File: config.mk
export PLATFORM = sky130hd
export DESIGN_NAME = decode_ctrl
export DESIGN_NICKNAME = d
export VERILOG_FILES = /design/src/rtl/decode_ctrl_pkg.sv /design/src/rtl/decode_ctrl_decode_logic.sv /design/src/rtl/decode_ctrl.sv
export SDC_FILE = /design/constraint.sdc
export NUM_CORES = 1
export LEC_CHECK = 0
export CAP_MARGIN = 20
export CORE_MARGIN = 5
export CORE_UTILIZATION = 38
export CTS_CLUSTER_DIAMETER = 50
export DETAILED_ROUTE_END_ITERATION = 7
export HOLD_SLACK_MARGIN = 0.12
export PLACE_DENSITY = 0.87
export SLEW_MARGIN = 30
export SYNTH_ARGS = -nofsm -noshare
export SYNTH_HDL_FRONTEND = slang
export SYNTH_HIERARCHICAL = 1
export SYNTH_SLANG_ARGS = --single-unit
File: constraint.sdc
create_clock -name clk -period 2.25 [get_ports clk]
set_input_delay 0.675 -clock clk [delete_from_list [all_inputs] [get_ports clk]]
set_output_delay 0.675 -clock clk [all_outputs]
set_load 0.02 [all_outputs]
File: src/rtl/decode_ctrl_pkg.sv
// Shared constants for the instruction decoder: opcode and sub-op values,
// immediate-select encodings, FSM state encodings and the decode result type.
package decode_ctrl_pkg;

  localparam logic [5:0] OP_ALU1 = 6'b100000;
  localparam logic [5:0] OP_ADDI = 6'b101000;
  localparam logic [5:0] OP_XORI = 6'b101011;
  localparam logic [5:0] OP_ORI  = 6'b101100;
  localparam logic [5:0] OP_MOVI = 6'b100010;

  localparam logic [4:0] SUB_ADD   = 5'b00000;
  localparam logic [4:0] SUB_SUB   = 5'b00001;
  localparam logic [4:0] SUB_AND   = 5'b00010;
  localparam logic [4:0] SUB_XOR   = 5'b00011;
  localparam logic [4:0] SUB_OR    = 5'b00100;
  localparam logic [4:0] SUB_SLLI  = 5'b01000;
  localparam logic [4:0] SUB_SRLI  = 5'b01001;
  localparam logic [4:0] SUB_ROTRI = 5'b01011;

  localparam logic [1:0] SEL_IMM5_ZE  = 2'b00;
  localparam logic [1:0] SEL_IMM15_SE = 2'b01;
  localparam logic [1:0] SEL_IMM15_ZE = 2'b10;
  localparam logic [1:0] SEL_IMM20_SE = 2'b11;

  localparam logic [2:0] ST_IDLE  = 3'd0;
  localparam logic [2:0] ST_FETCH = 3'd1;
  localparam logic [2:0] ST_EXEC  = 3'd2;
  localparam logic [2:0] ST_WB    = 3'd3;
  localparam logic [2:0] ST_ERR   = 3'd4;

  typedef struct packed {
    logic [1:0] imm_sel;
    logic       imm_reg_sel;
    logic       wb_imm_sel;
    logic       legal;
  } dec_t;

endpackage

File: src/rtl/decode_ctrl_decode_logic.sv
// Combinational opcode/sub-op decoder: produces the datapath mux selects and
// a legality flag. Illegal encodings leave every select at zero.
module decode_logic
  import decode_ctrl_pkg::*;
(
  input  logic       top_bit_i,
  input  logic [5:0] opcode_i,
  input  logic [4:0] sub_op_i,
  output dec_t       dec_o
);

  always_comb begin
    dec_o = '0;
    if (!top_bit_i) begin
      case (opcode_i)
        OP_ALU1: begin
          case (sub_op_i)
            SUB_ADD, SUB_SUB, SUB_AND, SUB_XOR, SUB_OR: begin
              dec_o.legal = 1'b1;
            end
            SUB_SLLI, SUB_SRLI, SUB_ROTRI: begin
              dec_o.legal       = 1'b1;
              dec_o.imm_reg_sel = 1'b1;
              dec_o.imm_sel     = SEL_IMM5_ZE;
            end
            default: ;
          endcase
        end
        OP_ADDI: begin
          dec_o.legal       = 1'b1;
          dec_o.imm_reg_sel = 1'b1;
          dec_o.imm_sel     = SEL_IMM15_SE;
        end
        OP_XORI, OP_ORI: begin
          dec_o.legal       = 1'b1;
          dec_o.imm_reg_sel = 1'b1;
          dec_o.imm_sel     = SEL_IMM15_ZE;
        end
        OP_MOVI: begin
          dec_o.legal       = 1'b1;
          dec_o.imm_reg_sel = 1'b1;
          dec_o.imm_sel     = SEL_IMM20_SE;
          dec_o.wb_imm_sel  = 1'b1;
        end
        default: ;
      endcase
    end
  end

endmodule

File: src/rtl/decode_ctrl.sv
// Instruction decoder and fixed FETCH/EXEC/WB sequencer in front of the
// regfile + ALU datapath; also keeps a sticky ALU overflow flag.
module decode_ctrl
  import decode_ctrl_pkg::*;
#(
  parameter int DataSize = 32,
  parameter int AddrSize = 5
) (
  input  logic                clk,
  input  logic                rst,
  input  logic [DataSize-1:0] instr,
  input  logic                instr_valid,
  output logic                instr_ready,
  output logic [AddrSize-1:0] read_address1,
  output logic [AddrSize-1:0] read_address2,
  output logic [AddrSize-1:0] write_address,
  output logic [4:0]          imm_5bit,
  output logic [14:0]         imm_15bit,
  output logic [19:0]         imm_20bit,
  output logic [1:0]          mux4to1_select,
  output logic                imm_reg_select,
  output logic                mux2to1_select,
  output logic [5:0]          opcode,
  output logic [4:0]          sub_opcode,
  output logic                enable_fetch,
  output logic                enable_execute,
  output logic                enable_writeback,
  input  logic                alu_overflow,
  output logic                overflow_flag,
  output logic                done,
  output logic                illegal_instr,
  output logic [2:0]          dbg_state_o
);

  // Handshake: an instruction transfers on a rising clk edge where
  // instr_valid && instr_ready. instr_ready is high only in IDLE, so a
  // valid offered while busy is simply not taken and has no effect.

  logic [2:0]          state_q, state_d;
  logic [AddrSize-1:0] ra_q, rb_q, rt_q;
  logic [4:0]          imm5_q, sub_q;
  logic [14:0]         imm15_q;
  logic [19:0]         imm20_q;
  logic [5:0]          op_q;
  logic [1:0]          sel4_q;
  logic                irs_q, m2_q, ovf_q;
  logic                accept;
  dec_t                dec;

  decode_logic u_decode (
    .top_bit_i (instr[31]),
    .opcode_i  (instr[30:25]),
    .sub_op_i  (instr[4:0]),
    .dec_o     (dec)
  );

  assign accept = instr_valid && (state_q == ST_IDLE);

  always_comb begin
    state_d = state_q;
    case (state_q)
      ST_IDLE:  if (accept) state_d = dec.legal ? ST_FETCH : ST_ERR;
      ST_FETCH: state_d = ST_EXEC;
      ST_EXEC:  state_d = ST_WB;
      ST_WB:    state_d = ST_IDLE;
      ST_ERR:   state_d = ST_IDLE;
      default:  state_d = ST_IDLE;
    endcase
  end

  always_ff @(posedge clk or negedge rst) begin
    if (!rst) begin
      state_q <= ST_IDLE;
      ra_q    <= '0;
      rb_q    <= '0;
      rt_q    <= '0;
      imm5_q  <= '0;
      imm15_q <= '0;
      imm20_q <= '0;
      op_q    <= '0;
      sub_q   <= '0;
      sel4_q  <= '0;
      irs_q   <= 1'b0;
      m2_q    <= 1'b0;
      ovf_q   <= 1'b0;
    end else begin
      state_q <= state_d;
      if (accept) begin
        ra_q    <= instr[19:15];
        rb_q    <= instr[14:10];
        rt_q    <= instr[24:20];
        imm5_q  <= instr[14:10];
        imm15_q <= instr[14:0];
        imm20_q <= instr[19:0];
        op_q    <= instr[30:25];
        sub_q   <= instr[4:0];
        sel4_q  <= dec.imm_sel;
        irs_q   <= dec.imm_reg_sel;
        m2_q    <= dec.wb_imm_sel;
      end
      // Overflow is only meaningful for the result being written back.
      if ((state_q == ST_WB) && alu_overflow) ovf_q <= 1'b1;
    end
  end

  assign instr_ready      = (state_q == ST_IDLE);
  assign enable_fetch     = (state_q == ST_FETCH);
  assign enable_execute   = (state_q == ST_EXEC);
  assign enable_writeback = (state_q == ST_WB);
  assign done             = (state_q == ST_WB);
  assign illegal_instr    = (state_q == ST_ERR);
  assign overflow_flag    = ovf_q;
  assign read_address1    = ra_q;
  assign read_address2    = rb_q;
  assign write_address    = rt_q;
  assign imm_5bit         = imm5_q;
  assign imm_15bit        = imm15_q;
  assign imm_20bit        = imm20_q;
  assign opcode           = op_q;
  assign sub_opcode       = sub_q;
  assign mux4to1_select   = sel4_q;
  assign imm_reg_select   = irs_q;
  assign mux2to1_select   = m2_q;
  assign dbg_state_o      = state_q;

endmodule

==> results of run 1 <==
kinds of logic (layout without fill, tap and decap cells):
family / count (synthesis) / in the layout / synth area share
xor gates and xnor gates: 2 / 2 / 0.00895
DFF: 39 / 39 / 0.499
AOI/OAI and AO/OA: 9 / 9 / 0.0326
muxes: 35 / 35 / 0.201
buffers and inverters: 44 / 138 / 0.168
and+or+nand+nor: 22 / 22 / 0.0908
layout by cell type, fill, tap and decap left out, types with 2 or more instances in the layout:
master / Yosys / routed
dlygate4sd2_1: 0 / 6
dfrtp_1: 39 / 36
nor2b_1: 2 / 2
nor3_1: 3 / 3
and3b_1: 3 / 3
xnor2_1: 2 / 2
mux2_1: 2 / 2
clkdlybuf4s50_1: 0 / 107
dfrtp_2: 0 / 3
a21oi_1: 2 / 2
clkbuf_8: 0 / 7
mux2_2: 33 / 33
or4_4: 2 / 2
nor3b_1: 4 / 4
buf_4: 37 / 14
nor2_1: 2 / 2
registers in the layout (all words and copies together) (netlist names):
name and count:
dbg_state_o 3, imm_15bit 6, imm_20bit 1, imm_5bit 4, imm_reg_select 1, mux2to1_select 1
mux4to1_select 2, opcode 6, overflow_flag 1, read_address1 5, sub_opcode 4, write_address 5
final timing paths:
path / endpoint / slack, ns / cells after the start
max: imm_reg_select / 0.03 / 5
min: imm_15bit[8] / 0.27 / 1
max reg2reg: opcode[0] / 0.67 / 3
min reg2reg: overflow_flag / 0.46 / 1
max in group asynchronous: imm_15bit[4] / 1.46 / 2
min in group clk: overflow_flag / 0.46 / 1
power groups by stage:
stage	sequential (mW)	clock, mW	combinational (mW)
after global routing	1.39	0.567	3.07
after floorplan	1.65	0	1.55
after global placement	1.32	0	2.96
after detailed placement	1.34	0	2.98
after CTS	1.33	0.524	2.97
final	1.32	0.503	2.92
cell type report:
type,count,share of cell area
repair buffers,129,0.405
flip-flops and latches,39,0.318
multi-input cells,68,0.214
clock buffers,8,0.0325
well taps,70,0.0285
inverters,1,0.00122
metal layers:
| metal | up-vias | routed length, um |
|---|---|---|
| met5 | - | 0 |
| met4 | 0 | 43 |
| met3 | 4 | 521 |
| met2 | 73 | 2230 |
| met1 | 676 | 1790 |
| li1 | 678 | - |
stage by stage:
| stage | cell area [um^2] | utilization | cells |
|---|---|---|---|
| floorplan | 1960 | - | 151 |
| global placement | 2970 | 0.589 | 307 |
| detailed placement | 2970 | 0.589 | 307 |
| CTS | 3070 | 0.608 | 315 |
| global route | 3080 | 0.610 | 315 |
| finish | 3080 | 0.610 | 315 |
what timing repair did:
action | CTS | global route
buffers inserted | 0 | 0
endpoints found under the setup margin | 6 | 3
pin swaps | 0 | 1
gates resized for setup | 9 | 2
cloned | 0 | 0
==> impl_metrics.yaml, run 1 <==
status:
  status: "finished, final reports clean"
yosys:
  synth_common_cells: "dfrtp_1, buf_4, mux2_2, nor3b_1"
  yosysSeqAreaShare: 0.499
  synth_top_area_share: 0.499
  ys_seq_elements: 39
  yosysTopAreaCell: "dfrtp_1"
  yosysWarnings: 6
  async_flop_share: 1.00
  synth_edf_count: 0
  synth_area_um2: 1960
  synth_flop_cell: "dfrtp_1"
  ys_types: 29
  synth_most_common_cell: "dfrtp_1"
  ys_top_cells_by_area: "dfrtp_1, mux2_2, buf_4, buf_6, nor3b_1"
  syn_area_per_cell_um2: 13.0
  synthCells: 151
  synth_nets: 187
floorplanning:
  start_util: 0.388
  die_w_um: 81.8
  die-area_um2: 6680
  core_area_um2: 5040
  die_h_um: 81.8
  io_pins: 116
  fp-row-count: 26
final_layout:
  area_growth_syn_to_layout_pct: 57.2
  fin_nets: 280
  regArea_um2: 980
  n_antenna_cell: 0
  fillCellCount: 419
  multi_input_area_um2: 659
  drive_gt1_frac: 0.257
setup_path:
  worstPathRequired_ns: 2.47
  reg2reg_from: "dbg_state_o[1]"
  crit_family: "simple AND/OR/NAND/NOR gates"
  arrival_ns: 2.45
  start_kind: "primary input"
  cp-startpoint: "instr[27]"
  slowest_delay_ns: 0.54
  worst_path_most_repeated_cell: "or4_4"
  crit_fanout: 2
  path_cells: "clkdlybuf4s50_1 > or4_4 > or4_4 > a21oi_2 > mux2_2"
  endpoint_kind: "register"
  critical_path.slowest_cell: "or4_4"
  crit_type: "primary input to register"
  crit_buf_inv: 1
pwr:
  pwr-share-comb: 0.616
  p_per_area_nw_per_um2: 1540
  pwr-share-seq: 0.278
  switching_share: 0.399
  p_clk_frac: 0.106
  p_int_mw: 2.85
  finalPower_mw: 4.75
  peakVddDrop_uv: 834
  total_leakage_power_nw: 1.28
  power.switching_mw: 1.90
global_route:
  grtUsageMet3: 0.0603
  grt-busiest-layer: "met2"
  grtUsageMet1: 0.171
  first_global_vias: 1566
  grt_overflow: 0
  use_met2: 0.242
  grt_start_max_net_pins: 17
  grt_first_pass_wirelength_mm: 7.41
  antenna_found_initial: 0
  grt.total_usage: 0.145
worst_hold_path:
  hp-class: "primary input to async pin"
clocking:
  clockBufferDepth: 2
  cts.clk_slew.worst_paths_ns: 0.07
  cts-root-buf: "clkbuf_8"
  clkSinkCount: 39
  cts_tree: "built"
  postCtsHoldBufs: 0
  h-tree-depth: 2
  cts_made_buffers: 5
  clk-insertion-delay-late_ns: 0.28
sta:
  fin_crit_sh: 0.988
  clock_skew_ns: 0.00459
  setup_ws_ns: 0.0259
  slew_headroom: 0.797
  worst_slew_pin_slew_ns: 0.305
  final.min_clock_period_ns: 2.22
  finalSetupViolations: 0
  hold_ws_ns: 0.267
  timing.setup.tns_ns: 0
  slew_violations: 0
  hold_violations: 0
  rsz0062_at_grt: "no"
  fmax_mhz: 450
placement:
  place_ws_ns: -0.281
  place_congestion: 0.661
  dpl.hpwl_mm: 3.75
  io_buffers: 115
job:
  maxCapViolCount: 0
routing:
  ant_nets: 0
  drt-initial-drc-count: 47
  drt-pass1-iter-count: 2
  vias: 1431
  remaining_drc_errors: 0
  post_drt_wl_per_cell_um: 14.6
  viasPerCell: 4.54
  drt-total-wl_mm: 4.59
Note: power is estimated with default switching activity, not from simulation.
==> inputs of run 2 (changes only) <==
--- a/config.mk
+++ b/config.mk
@@ -5,6 +5,7 @@
 export SDC_FILE = /design/constraint.sdc
 export NUM_CORES = 1
 export LEC_CHECK = 0
+export ABC_CLOCK_PERIOD_IN_PS = 2250
 export CAP_MARGIN = 20
 export CORE_MARGIN = 5
 export CORE_UTILIZATION = 38
==> results of run 2 <==
Same layout as run 1: the final DEF is identical, and so are final timing and power.
